--- config.mk ---
export PLATFORM = sky130hd
export DESIGN_NAME = cordic_prerot_stream
export DESIGN_NICKNAME = d
export VERILOG_FILES = /design/src/rtl/cordic_pkg.sv /design/src/rtl/cordic_skid_buf.sv /design/src/rtl/cordic_prerot_stream.sv
export SDC_FILE = /design/constraint.sdc
export NUM_CORES = 1
export LEC_CHECK = 0
export BUFFER_PORTS_ARGS = -buffer_cell sky130_fd_sc_hd__buf_2
export CAP_MARGIN = 20
export CORE_UTILIZATION = 50
export DETAILED_ROUTE_END_ITERATION = 10
export PLACE_DENSITY = 0.81
export SKIP_CTS_REPAIR_TIMING = 1
export SLEW_MARGIN = 20
export SYNTH_ARGS = -nofsm -noshare
export SYNTH_HDL_FRONTEND = slang
export SYNTH_SLANG_ARGS = --single-unit
--- constraint.sdc ---
create_clock -name i_clk -period 3.46 [get_ports i_clk]
set_clock_uncertainty 0.15 [all_clocks]
set_input_delay 0.173 -clock i_clk [delete_from_list [all_inputs] [get_ports i_clk]]
set_output_delay 0.173 -clock i_clk [all_outputs]
set_load 0.01 [all_outputs]
--- src/rtl/cordic_pkg.sv ---
// Shared CORDIC definitions: operating mode and phase/extension helpers.
package cordic_pkg;

   typedef enum logic {
      CORDIC_ROTATE = 1'b0,
      CORDIC_VECTOR = 1'b1
   } cordic_mode_e;

   function automatic logic [31:0] quarter(int unsigned pw);
      return 32'd1 << (pw - 2);
   endfunction

   function automatic logic [31:0] half(int unsigned pw);
      return 32'd1 << (pw - 1);
   endfunction

   function automatic logic [31:0] three_q(int unsigned pw);
      return 32'd3 << (pw - 2);
   endfunction

   // {sign, v, zeros} in ww bits: sign-extend v from iw bits, then scale up to leave one guard MSB.
   function automatic logic [31:0] sign_ext(logic [31:0] v, int unsigned iw, int unsigned ww);
      logic [31:0] t;
      t = v << (32 - iw);
      t = 32'($signed(t) >>> (32 - iw));
      return t << (ww - iw - 1);
   endfunction

endpackage

--- src/rtl/cordic_skid_buf.sv ---
// Generic 2-entry valid/ready register slice: output register plus one skid register.
module cordic_skid_buf #(
   parameter int unsigned DW = 8
) (
   input  logic          i_clk,
   input  logic          i_reset_n,
   input  logic          i_valid,
   output logic          o_ready,
   input  logic [DW-1:0] i_data,
   output logic          o_valid,
   input  logic          i_ready,
   output logic [DW-1:0] o_data
);

   logic          out_valid_q, skid_valid_q;
   logic [DW-1:0] out_data_q, skid_data_q;

   assign o_ready = !skid_valid_q;
   assign o_valid = out_valid_q;
   assign o_data  = out_data_q;

   always_ff @(posedge i_clk or negedge i_reset_n) begin
      if (!i_reset_n) begin
         out_valid_q  <= 1'b0;
         skid_valid_q <= 1'b0;
         out_data_q   <= '0;
         skid_data_q  <= '0;
      end else if (!out_valid_q || i_ready) begin
         // Output slot frees up: a parked beat has priority (input is blocked while it is parked).
         if (skid_valid_q) begin
            out_data_q   <= skid_data_q;
            out_valid_q  <= 1'b1;
            skid_valid_q <= 1'b0;
         end else begin
            out_valid_q <= i_valid;
            if (i_valid) begin
               out_data_q <= i_data;
            end
         end
      end else if (i_valid && !skid_valid_q) begin
         skid_data_q  <= i_data;
         skid_valid_q <= 1'b1;
      end
   end

endmodule

--- src/rtl/cordic_prerot_stream.sv ---
// CORDIC front end: sign-extends (x,y), folds the operand into the convergence range and
// corrects the phase, then registers the beat through a 2-entry skid slice.
module cordic_prerot_stream
   import cordic_pkg::*;
#(
   parameter int unsigned IW = 12,
   parameter int unsigned WW = 15,
   parameter int unsigned PW = 19,
   parameter int unsigned TW = 4
) (
   input  logic          i_clk,
   input  logic          i_reset_n,
   input  logic          i_valid,
   output logic          o_ready,
   input  logic          i_mode,
   input  logic [IW-1:0] i_xval,
   input  logic [IW-1:0] i_yval,
   input  logic [PW-1:0] i_phase,
   input  logic [TW-1:0] i_tag,
   output logic          o_valid,
   input  logic          i_ready,
   output logic [WW-1:0] o_xval,
   output logic [WW-1:0] o_yval,
   output logic [PW-1:0] o_phase,
   output logic          o_mode,
   output logic [TW-1:0] o_tag
);

   if (WW < IW + 2) begin : g_bad_ww
      $error("cordic_prerot_stream: WW must be at least IW+2");
   end
   if (PW < 4) begin : g_bad_pw
      $error("cordic_prerot_stream: PW must be at least 4");
   end

   localparam int unsigned DW = 1 + TW + PW + 2 * WW;
   localparam logic [PW-1:0] Q = PW'(quarter(PW));
   localparam logic [PW-1:0] H = PW'(half(PW));
   localparam logic [PW-1:0] T = PW'(three_q(PW));

   logic signed [WW-1:0] ex, ey, fx, fy;
   logic [PW-1:0]        fph;
   logic [DW-1:0]        out_data;

   assign ex = WW'(sign_ext(32'(i_xval), IW, WW));
   assign ey = WW'(sign_ext(32'(i_yval), IW, WW));

   always_comb begin
      fx  = ex;
      fy  = ey;
      fph = i_phase;
      if (cordic_mode_e'(i_mode) == CORDIC_ROTATE) begin
         case (i_phase[PW-1 -: 3])
            3'b001, 3'b010: begin fx = -ey; fy = ex;  fph = i_phase - Q; end
            3'b011, 3'b100: begin fx = -ex; fy = -ey; fph = i_phase - H; end
            3'b101, 3'b110: begin fx = ey;  fy = -ex; fph = i_phase - T; end
            default: ;
         endcase
      end else if (ex[WW-1]) begin
         if (!ey[WW-1]) begin
            fx  = ey;
            fy  = -ex;
            fph = i_phase + Q;
         end else begin
            fx  = -ey;
            fy  = ex;
            fph = i_phase - Q;
         end
      end
   end

   cordic_skid_buf #(
      .DW(DW)
   ) u_skid (
      .i_clk    (i_clk),
      .i_reset_n(i_reset_n),
      .i_valid  (i_valid),
      .o_ready  (o_ready),
      .i_data   ({i_mode, i_tag, fph, fy, fx}),
      .o_valid  (o_valid),
      .i_ready  (i_ready),
      .o_data   (out_data)
   );

   assign {o_mode, o_tag, o_phase, o_yval, o_xval} = out_data;

endmodule

* After elaboration in Yosys (flattened, before gate mapping)
Cells that the tools add are included.
Word-level totals: bits in registers 110, output and inout bits 56
Operators by class: add/subtract/negate cells 6, equal/unequal tests 6, multiplexer cells 17, bitwise logic cells 1, reduce and logical (&&, ||, !) cells 11
Operator list (count):
- two-way mux 54 bit | 2
- two-way mux 15 bit | 6
- case mux 15 bit (3 select lines) | 2
- two-way mux 19 bit | 3
- case mux 19 bit (3 select lines) | 1
- subtractor 19 bit (second input constant) | 2
- negator 14 -> 15 bit | 2
- adder 19 x 18 -> 19 bit (second input constant) | 1
- subtractor 19 x 18 -> 19 bit (second input constant) | 1
- equality test 3 bit (second input constant) | 3
- equality test 3 x 2 -> 1 bit (second input constant) | 2
- OR reduction 2 bit | 3
- AND reduction 2 bit | 2
- nonzero test 2 bit | 2
- equality test 3 x 1 -> 1 bit (second input constant) | 1
- two-way mux 1 bit | 3
- zero test 1 bit | 2
- logical AND 1 bit | 1
- logical OR 1 bit | 1
- inverter 1 bit | 1

* Logic depth before layout (Yosys ltp)
depth in word-level cells 6, depth in mapped cells 11, gate-level depth less buffers 11

* Modules after synthesis
Synthesis repeated with hierarchy kept, for this count alone.
Second synthesis, totals: cell total of the unflattened synthesis 633, area total of the unflattened synthesis 7160.6 um^2
Modules (own cells, without submodules):
- cordic_skid_buf | instances 1, cells each 297, area each 5054.8 um^2, seq. area each 2752.6 um^2
- cordic_prerot_stream | instances 1, cells each 336, area each 2105.8 um^2, seq. area each 0.0 um^2

* Least setup slack after synthesis
OpenSTA, ideal clock, no wires.
kind input-to-reg, start input port i_yval[0], end register u_skid.out_data_q[14] (netlist: u_skid.o_data[14]), arrival time 2226 ps, data required time 3245 ps, slack 1019 ps, stages on the path 11, cell sequence inv_1 ha_1 or4b_1 nor4_1 ha_1 nor2b_1 nor2_1 a21oi_1 a32o_1 o21ai_0 o21a_1
Between the ends: word-level cells in the longest chain between the ends 6, elaborated cells on any way between the ends 7
RTL lines:
- from (decl) | RTL line cordic_prerot_stream.sv:17 | input logic [IW-1:0] i_yval,
- negator 14 -> 15 bit * | RTL line cordic_prerot_stream.sv:54, cordic_prerot_stream.sv:65
- two-way mux 15 bit | RTL line cordic_prerot_stream.sv:60 | if (!ey[WW-1]) begin
- two-way mux 15 bit | RTL line cordic_prerot_stream.sv:59 | end else if (ex[WW-1]) begin
- two-way mux 15 bit * | RTL line cordic_prerot_stream.sv:52 | if (cordic_mode_e'(i_mode) == CORDIC_ROTATE) begin
- two-way mux 54 bit * | RTL line cordic_skid_buf.sv:36 | if (i_valid) begin
- two-way mux 54 bit * | RTL line cordic_skid_buf.sv:30 | if (skid_valid_q) begin
- to (signal assigned) | RTL line cordic_skid_buf.sv:31 | out_data_q <= skid_data_q;
- to (signal assigned) | RTL line cordic_skid_buf.sv:37 | out_data_q <= i_data;
- to (decl) | RTL line cordic_skid_buf.sv:16 | logic [DW-1:0] out_data_q, skid_data_q;
Mark *: on every way between the ends. The rest lies on a longest branch, timed or not. The select of a mux whose other input is x is not followed. A chain may end at the register's enable or synchronous reset.

* Final worst setup path
start input port i_yval[1], end register u_skid.out_data_q[14] (netlist: u_skid.o_data[14])
Same word-level chain as after synthesis.

==> flow_summary.json <==
{
  "status": "complete, no violations",
  "die_w_um": 116,
  "clock-root-buffer": "clkbuf_16",
  "rows": 41,
  "ff2ff_setup_slack_ns": 1.26,
  "via_count": 6146,
  "setup-tns-final_ns": 0,
  "antenna_found_initial": 0,
  "cp.arrival_ns": 2.76,
  "synth_flop_cell": "dfrtp_1",
  "reg2reg_to": "u_skid.o_data[51]",
  "synth_most_common_cell": "nand2_1",
  "ir_worst_vdd_mv": 0.249,
  "hpwl_um": 12300,
  "grt_overflow_total": 0,
  "ff_latch_area_um2": 2550,
  "grt_pass1_vias": 5418,
  "insertion_delay_ns": 0.35,
  "final_antenna_net_count": 0,
  "core_area_um2": 12600,
  "clkTransAtPathRegs_ns": 0.07,
  "min_period_ns": 2.63,
  "syn_inst": 785,
  "synth_adder_area_share_pct": 1.70,
  "io_buffer_count": 103,
  "grt_setup_unrepaired": "no",
  "grt_max_degree": 73,
  "synth_simple_gate_area_share_pct": 20.8,
  "design.portCount": 108,
  "criticalPathCategory": "in -> reg",
  "htreeDepth": 3,
  "synth-seq-cells": 102,
  "clock_sinks": 102,
  "via_per_inst": 5.84,
  "synth_xor_area_share_pct": 5.02,
  "synth_edf_count": 0,
  "finalSetupViolCount": 0,
  "die_area_um2": 13400,
  "cp-end-kind": "flip-flop",
  "yosys_warnings": 0,
  "muxShareOfSynthArea_pct": 6.25,
  "yosysSeqAreaShare_pct": 39.5,
  "clk_path_buf_depth": 2,
  "synthTopCellsByCount": "nand2_1, dfrtp_1, o21ai_0, a21oi_1, nor2_1",
  "synth.top_cell.area_share_pct": 39.5,
  "wl_per_cell_um": 17.6,
  "synth_compound_area_share_pct": 21.0,
  "cts_buffers": 9,
  "cts_tree": "yes",
  "slew_viol_final": 0,
  "reg2reg_depth": 5,
  "drt-initial-drc-count": 689,
  "area_growth_pct": 17.3,
  "syn_area_um2": 6460,
  "avgSynthCellArea_um2": 8.23,
  "required_ns": 3.59,
  "r2r-start": "u_skid.o_valid",
  "p_leak_nw": 3.43,
  "hp-class": "in -> reg",
  "floorplan.initialDensity_pct": 51.2,
  "powerDensity_nw_per_um2": 474,
  "multi_input_area_um2": 3570,
  "synth_top_family_by_area": "compound AO/OA/AOI/OAI gates",
  "synth_top_area_cell": "dfrtp_1",
  "start_kind": "input port",
  "grt_usage_pct": 27.6,
  "cp_max_fo": 8,
  "synthArstFlopShare_pct": 100,
  "routed_wl_um": 18500,
  "gp_congestion": 0.988,
  "relSlewSlack_pct": 41.6,
  "fillers": 1138,
  "drive_gt1_share_pct": 18.2,
  "dr.pass1.iters": 5,
  "final_nets": 931,
  "finish.utilization_pct": 60.1,
  "hold_path_depth": 3,
  "yosys-top-cells-area": "dfrtp_1, nand2_1, o21ai_0, mux2i_1, a21oi_1",
  "worstMarginPinSlew_ns": 0.876,
  "max_freq_mhz": 381,
  "drc": 0,
  "diodes": 0,
  "yosys.cell_types.count": 70,
  "fp.dieH_um": 116,
  "hold_violations": 0,
  "finalCritPeriodShare_pct": 75.9,
  "max_cap_viol_count": 0,
  "grt_pass1_wl_um": 28600,
  "worstHoldStart": "i_valid",
  "worstHoldEndpoint": "u_skid.o_valid"
}
==> sequential cells by signal, summed over array words and instances, names as in the netlist <==
signal and count:
u_skid.o_valid 1, u_skid.skid_valid_q 1, u_skid.o_data 50, u_skid.skid_data_q 50
==> placed cells by master (no fill, tap or decap), types with 3 or more instances in the layout <==
cell type	Yosys	routed
a211oi_1	6	6
a21oi_1	56	56
a221o_1	3	3
a221oi_1	3	3
a22oi_1	4	4
a31oi_1	8	8
a32o_1	3	3
and3_1	12	12
buf_2	10	102
buf_4	6	22
clkbuf_16	0	9
clkinv_1	3	3
conb_1	1	4
dfrtp_1	102	101
dlygate4sd3_1	0	21
ha_1	4	4
inv_1	13	13
maj3_1	6	6
mux2_2	3	3
mux2i_1	34	34
nand2_1	151	151
nand2b_1	3	3
nand3_1	10	10
nand3b_1	3	3
nor2_1	49	49
nor2b_1	7	7
nor3_1	16	16
nor4_1	5	5
o211ai_1	4	4
o21a_1	5	5
o21ai_0	95	94
o221ai_1	7	7
o22ai_1	7	7
o31ai_1	4	4
or3_1	10	10
xnor2_1	26	26
xor2_1	11	11
==> power by group <==
part / internal (mW) / leakage (nW) / switching [mW]
clock: 0.519 / 0.138 / 0.465
sequential: 1.45 / 1.25 / 0.143
combinational: 0.404 / 2.04 / 0.611
==> cell families after synthesis <==
group           count (synthesis)
mux                            39
xor+xnor                       37
buf+inv                        85
flops                         102
other cells                     1
simple gates                  285
compound gates                226
fa+ha+maj                      10
==> how the worst max path moves through the flow <==
stage / from / to / slack, ns / cells past startpoint
floorplan: i_yval[0] / u_skid.o_data[14] / 1.02 / 11
global placement: i_yval[1] / u_skid.o_data[14] / 0.66 / 12
detailed placement: i_yval[1] / u_skid.o_data[14] / 0.53 / 12
CTS: i_yval[1] / u_skid.o_data[14] / 0.87 / 12
global route: i_yval[1] / u_skid.o_data[14] / 0.62 / 12
finish: i_yval[1] / u_skid.o_data[14] / 0.83 / 12
==> per-stage QoR <==
stage	hold slack (ns)	total power, mW	instances	setup WS, ns	area, µm²
floorplan	-0.273	2.21	788	1.02	6470
global placement	0.194	2.56	1015	0.657	7080
detailed placement	0.197	2.59	1015	0.528	7080
CTS	-0.176	3.57	1031	0.875	7370
global route	0.0384	3.79	1052	0.625	7580
finish	0.0193	3.60	1052	0.835	7580
==> worst max-delay path: stages <==
cell,delay (ns)
buf_2,0.14
inv_1,0.07
ha_1,0.30
or4b_1,0.57
nor4_1,0.25
ha_1,0.30
nor2b_1,0.14
nor2_1,0.13
a21oi_1,0.08
a32o_1,0.28
o21ai_0,0.17
o21a_1,0.15
==> per-layer routing <==
layer	global-route usage [%]	up-vias	wire, µm
li1	-	2934	-
met1	39.7	2902	8250
met2	40.8	280	8330
met3	6.96	30	1600
met4	8.21	0	308
met5	0	-	0
==> final cells by class <==
cell class | instances | area share [%]
multi-input combinational | 601 | 47.2
inverter | 16 | 0.792
clock inverter | 6 | 0.693
tap | 172 | 2.84
timing repair buffer | 145 | 11.7
sequential | 102 | 33.7
clock buffer | 10 | 3.15
Power figures use the tool's default switching activity.
